File: src/rtl/matrix_add_sub_sched.sv
// Two-port round-robin scheduler in front of one shared add/sub datapath.
// A granted job is processed one matrix element per cycle and the complete
// flattened result is handed back to its owner with a valid/ready handshake.
module matrix_add_sub_sched #(
    parameter int word_size = 32,
    parameter int ROWS      = 2,
    parameter int COLS      = 2
) (
    input  logic                              clk,
    input  logic                              rst,
    input  logic                              req0_valid,
    output logic                              req0_ready,
    input  logic                              req0_op,
    input  logic [ROWS*COLS*word_size-1:0]    req0_A,
    input  logic [ROWS*COLS*word_size-1:0]    req0_B,
    input  logic                              req1_valid,
    output logic                              req1_ready,
    input  logic                              req1_op,
    input  logic [ROWS*COLS*word_size-1:0]    req1_A,
    input  logic [ROWS*COLS*word_size-1:0]    req1_B,
    output logic                              res_valid,
    input  logic                              res_ready,
    output logic                              res_id,
    output logic [ROWS*COLS*word_size-1:0]    res_ASP,
    output logic                              busy
);

    localparam int N  = ROWS * COLS;
    localparam int CW = (N > 1) ? $clog2(N) : 1;
    localparam int MW = N * word_size;
    localparam logic [CW-1:0] LAST = CW'(N - 1);

    typedef enum logic [1:0] {
        S_IDLE = 2'd0,
        S_LOAD = 2'd1,
        S_CALC = 2'd2,
        S_RESP = 2'd3
    } state_t;

    state_t                r_state;
    state_t                w_state_next;
    logic                  r_rr_last;
    logic                  r_id;
    logic                  r_op;
    logic [MW-1:0]         r_a;
    logic [MW-1:0]         r_b;
    logic [CW-1:0]         r_cnt;
    logic [word_size-1:0]  r_res_el [N];

    logic                  w_grant_any;
    logic                  w_grant_id;
    logic [word_size-1:0]  w_a_el [N];
    logic [word_size-1:0]  w_b_el [N];
    logic [word_size-1:0]  w_a_cur;
    logic [word_size-1:0]  w_b_cur;
    logic [word_size-1:0]  w_res;

    // Next-state, grant selection and the one-cycle ready pulse.
    always_comb begin
        w_state_next = r_state;
        w_grant_any  = 1'b0;
        w_grant_id   = 1'b0;
        req0_ready   = 1'b0;
        req1_ready   = 1'b0;
        case (r_state)
            S_IDLE: begin
                if (req0_valid || req1_valid) begin
                    w_grant_any = 1'b1;
                    // On contention the port that was not served last wins.
                    if (req0_valid && req1_valid)
                        w_grant_id = ~r_rr_last;
                    else
                        w_grant_id = req1_valid;
                    req0_ready   = ~w_grant_id;
                    req1_ready   = w_grant_id;
                    w_state_next = S_LOAD;
                end
            end
            S_LOAD: w_state_next = S_CALC;
            S_CALC: begin
                if (r_cnt == LAST)
                    w_state_next = S_RESP;
            end
            S_RESP: begin
                if (res_ready)
                    w_state_next = S_IDLE;
            end
            default: w_state_next = S_IDLE;
        endcase
        // A grant during reset would be silently discarded, so never advertise one.
        if (rst) begin
            w_grant_any = 1'b0;
            req0_ready  = 1'b0;
            req1_ready  = 1'b0;
        end
    end

    // State register.
    always_ff @(posedge clk) begin
        if (rst)
            r_state <= S_IDLE;
        else
            r_state <= w_state_next;
    end

    // Job capture at grant time and round-robin history.
    always_ff @(posedge clk) begin
        if (rst) begin
            r_rr_last <= 1'b1;
            r_id      <= 1'b0;
            r_op      <= 1'b0;
            r_a       <= '0;
            r_b       <= '0;
        end else if (w_grant_any) begin
            r_rr_last <= w_grant_id;
            r_id      <= w_grant_id;
            r_op      <= w_grant_id ? req1_op : req0_op;
            r_a       <= w_grant_id ? req1_A  : req0_A;
            r_b       <= w_grant_id ? req1_B  : req0_B;
        end
    end

    // Element counter: cleared in LOAD, walks 0..N-1 through CALC.
    always_ff @(posedge clk) begin
        if (rst || r_state == S_LOAD)
            r_cnt <= '0;
        else if (r_state == S_CALC && r_cnt != LAST)
            r_cnt <= r_cnt + 1'b1;
    end

    // Unpack operands; element 0 lives in the most significant word.
    generate
        for (genvar gi = 0; gi < N; gi++) begin : g_unpack
            assign w_a_el[gi] = r_a[(N-1-gi)*word_size +: word_size];
            assign w_b_el[gi] = r_b[(N-1-gi)*word_size +: word_size];
        end
    endgenerate

    // The single shared add/sub unit; carry and borrow simply wrap.
    assign w_a_cur = w_a_el[r_cnt];
    assign w_b_cur = w_b_el[r_cnt];
    assign w_res   = r_op ? (w_a_cur - w_b_cur) : (w_a_cur + w_b_cur);

    // Result words: each one is written only in its own CALC slot.
    generate
        for (genvar gi = 0; gi < N; gi++) begin : g_res
            always_ff @(posedge clk) begin
                if (rst || r_state == S_LOAD)
                    r_res_el[gi] <= '0;
                else if (r_state == S_CALC && r_cnt == CW'(gi))
                    r_res_el[gi] <= w_res;
            end
            assign res_ASP[(N-1-gi)*word_size +: word_size] = r_res_el[gi];
        end
    endgenerate

    assign res_valid = (r_state == S_RESP);
    assign res_id    = r_id;
    assign busy      = (r_state != S_IDLE);

endmodule

File: config.mk
export PLATFORM = sky130hd
export DESIGN_NAME = matrix_add_sub_sched
export DESIGN_NICKNAME = d
export VERILOG_FILES = /design/src/rtl/matrix_add_sub_sched.sv
export SDC_FILE = /design/constraint.sdc
export NUM_CORES = 1
export LEC_CHECK = 0
export ABC_AREA = 1
export BUFFER_PORTS_ARGS = -buffer_cell sky130_fd_sc_hd__buf_4
export CAP_MARGIN = 20
export CORE_AREA = 4 4 250 252
export DETAILED_ROUTE_END_ITERATION = 10
export DIE_AREA = 0 0 254 256
export PLACE_DENSITY_LB_ADDON = 0.25
export SETUP_SLACK_MARGIN = 0.05
export SLEW_MARGIN = 10
export SYNTH_ARGS = -nofsm -noshare
export SYNTH_HDL_FRONTEND = slang
export SYNTH_SLANG_ARGS = --single-unit
File: constraint.sdc
create_clock -name clk -period 3.7 [get_ports clk]
set_input_delay 0.37 -clock clk [delete_from_list [all_inputs] [get_ports clk]]
set_output_delay 0.37 -clock clk [all_outputs]
set_load 0.005 [all_outputs]
==> reports/metrics.cfg <==
[layout]
synthToLayoutAreaGrowth_pct = 42.8
layout.nets = 3992
fillers = 6049
fin_util_pct = 49.2
drive_above_1_share_pct = 30.7
antenna_cells = 0

[floorplanning]
die_y_um = 256
io_pins = 652
core_um2 = 60100
die_area_um2 = 65000
die_w_um = 254
initial_core_util_pct = 34.5
rows = 90

[cts]
cts-root-buf = clkbuf_16
ctsHoldBuffers = 0
htreeDepth = 2
clock_insertion_delay_worst_skew_ns = 0.56
cts_max_path_buffers = 3
cts_tree = yes
cts_inserted_buffers = 44
cts.clk_slew.worst_paths_ns = 0.06
clock_sinks = 391

[sta]
max_freq_mhz = 264
tightest_slew_ns = 0.810
fin_worst_skew_ns = 0.0225
finalCritPeriodShare_pct = 102
worst_slack_ns = -0.0868
final_max_slew_viol_count = 0
rsz0062_at_grt = yes
hold_violations = 0
period_needed_ns = 3.79
setup_viol = 4
slew_headroom_pct = 46.0

[critical_path]
critPathTopFamily = simple AND/OR/NAND/NOR gates
timing.rr.start = r_cnt[0]$_SDFFE_PN0P_
critPathArrivalTime_ns = 4.07
cp_max_fo = 29
crit_type = reg -> reg
cp_slowest_cell = dfxtp_4
cp_num_buf_inv = 3
crit_chain = buf_12, nand2_1, nand3_1, nand2_2, ha_2, nand3_2, nor2_4, inv_2, nor2_4, nand3b_1, o21ai_2, xnor2_1, ha_1, nand2_2, nor2_4, nand2_1, nor4_1, nand2_1, o211ai_1, xor2_1, buf_4, nor2_1
slowest_delay_ns = 0.40
startpoint = r_cnt[0]$_SDFFE_PN0P_
endpoint_kind = register
worstPathRequired_ns = 3.98
startpoint_type = register

[yosys]
syn_area_um2 = 20700
synthArstFlopShare_pct = 0
ys_seq_elements = 391
yosysSeqAreaShare_pct = 44.0
synth-edff-count = 128
ys.flop_type = dfxtp_1
syn-num-nets = 3274
syn_inst = 2714
yosysTopAreaCellShare_pct = 25.4
synth_top_area_cell = dfxtp_1
synth_area_leaders = dfxtp_1 (25%), edfxtp_1 (19%), nand2_1 (11%), o21ai_0 (8.5%), o21bai_1 (7.3%)
syn_avg_cell_area_um2 = 7.64
ys_types = 42
yosys_warnings = 0

[run]
cap_violations = 0

[worst_hold_path]
hp-class = in -> reg
hold_start = req0_A[47]

[placed_design]
dp_hpwl_um = 64500
gp_congestion = 0.925
dp_slack_ns = -0.103
io_buffers = 651

[grt]
grt_pass1_wl_um = 122000
grt_usage_pct = 24.2
grt_max_degree = 128
overflow = 0
grt_antenna_before_repair = 1
grt_pass1_vias = 20051

[route]
dr.pass1.iters = 6
routed_wl_um = 84300
routed_via_density = 5.04
wl_per_cell_um = 19.9
via_count = 21414
drt_drc_violations_left = 0
drt_iter0_markers = 1612
ant_nets = 0

[pwr]
p_leak_nw = 13.2
p_per_area_nw_per_um2 = 1000
ir_drop_uv = 730

[status]
status = finished, violations left
violations = setup timing

## power by group
part	switching [mW]	total, mW	internal, mW
sequential	0.599	6.30	5.71
clock	1.75	4.52	2.77
combinational	10.6	18.8	8.22
total	12.9	29.6	16.7
## timing repair
action | 4_1_cts | 5_1_grt
endpoints found under the setup margin | 40 | 84
buffers inserted | 4 | 12
cloned | 1 | 1
resized for setup | 32 | 81
pin swaps | 4 | 25
## final cells by class
type	count	area (µm²)	area share [%]
Multi-Input combinational cell	1990	10700	36.2
Sequential cell	391	9110	30.8
Timing Repair Buffer	865	6750	22.8
Clock buffer	56	1240	4.18
Tap cell	782	978	3.31
Inverter	140	548	1.85
Clock inverter	21	267	0.901
## Yosys cell counts (14+ instances only)
cell type and number:
edfxtp_1 128, o21bai_1 202, ha_1 40, a21oi_1 246, nand2_1 588, o211ai_1 59
nand3_1 155, nand2_2 14, buf_2 26, inv_1 131, xor2_1 17, dfxtp_1 263
o21ai_0 354, clkbuf_1 137, buf_1 15, xnor2_1 36, nor2_1 221
## metrics by stage
stage / hold slack (ns) / TNS [ns] / total power, mW / cell area, µm² / instances
5_1_grt: 0.0268 / -9.65 / 31.5 / 29600 / 4245
6_report: 0.0404 / -0.322 / 29.6 / 29600 / 4245
4_1_cts: 0.0144 / 0 / 28.4 / 29100 / 4232
3_5_place_dp: 0.452 / -0.337 / 23.5 / 27400 / 4150
3_3_place_gp: 0.449 / -0.0157 / 23.4 / 27400 / 4150
2_1_floorplan: 0.429 / 0 / 14.8 / 20700 / 2714
## flip-flops by register name (all words and copies together), names as in the netlist
name       cells
r_a          128
r_b          128
r_cnt          2
r_op           1
r_res_el     128
r_rr_last      1
r_state        2
res_id         1
## logic make-up (layout without fill, tap and decap cells)
family          after synthesis  in the layout  share of synthesized area, %
compound gates              884            884                          24.7
flops                       391            391                          44.0
simple gates               1012           1012                          19.9
fa+ha+maj                    41             41                          2.51
buf+inv                     333           1082                          6.66
xor+xnor                     53             53                          2.24
## cell usage in the layout (no fill, tap or decap), types with 3 or more instances in the layout
master and n:
edfxtp_1 128, nor2_2 20, nand3_1 152, clkinv_1 5
clkbuf_16 46, inv_2 6, a21o_1 6, bufinv_16 6
nor3_1 4, o21ai_1 7, dfxtp_1 261, nor2_4 8
nand2_2 42, buf_6 5, xnor2_1 26, inv_1 130
xor2_1 17, nor2_1 204, a21oi_2 12, o21ai_2 7
buf_12 13, xnor2_4 4, nand2_1 560, nand3b_1 3
o21bai_1 201, xnor2_2 6, ha_1 31, a31oi_1 4
clkinvlp_4 4, a21oi_1 234, o21ai_0 347, o211ai_1 59
nand3_2 4, nor3_2 4, clkbuf_1 4, nand4_1 5
o21a_1 3, buf_4 843, ha_4 7, clkbuf_8 7
## worst paths after layout
check / endpoint / slack [ns] / cells past startpoint
worst max-delay path: r_res_el[3][25]$_SDFFCE_PN0P_ / -0.09 / 22
worst min-delay path: r_a[47]$_SDFFE_PP0P_ / 0.04 / 3
worst max register to register: r_res_el[3][25]$_SDFFCE_PN0P_ / -0.09 / 22
worst min register to register: r_a[29]$_SDFFE_PP0P_ / 0.46 / 2
## worst reg2reg max path, stage by stage (launching register included)
cell,delay (ns)
dfxtp_4,0.40
buf_12,0.18
nand2_1,0.10
nand3_1,0.09
nand2_2,0.07
ha_2,0.20
nand3_2,0.11
nor2_4,0.11
inv_2,0.05
nor2_4,0.12
nand3b_1,0.17
o21ai_2,0.18
xnor2_1,0.09
ha_1,0.37
nand2_2,0.13
nor2_4,0.11
nand2_1,0.08
nor4_1,0.29
nand2_1,0.09
o211ai_1,0.15
xor2_1,0.22
buf_4,0.17
nor2_1,0.05
## routing by layer
| layer | share of wire [%] | global-route usage (%) |
|---|---|---|
| met2 | 50 | 42.2 |
| met4 | 2.1 | 5.29 |
| met3 | 5.0 | 3.13 |
| met1 | 43 | 32.1 |
| met5 | 0.015 | 0 |
Note: power is estimated with default switching activity, not from simulation.
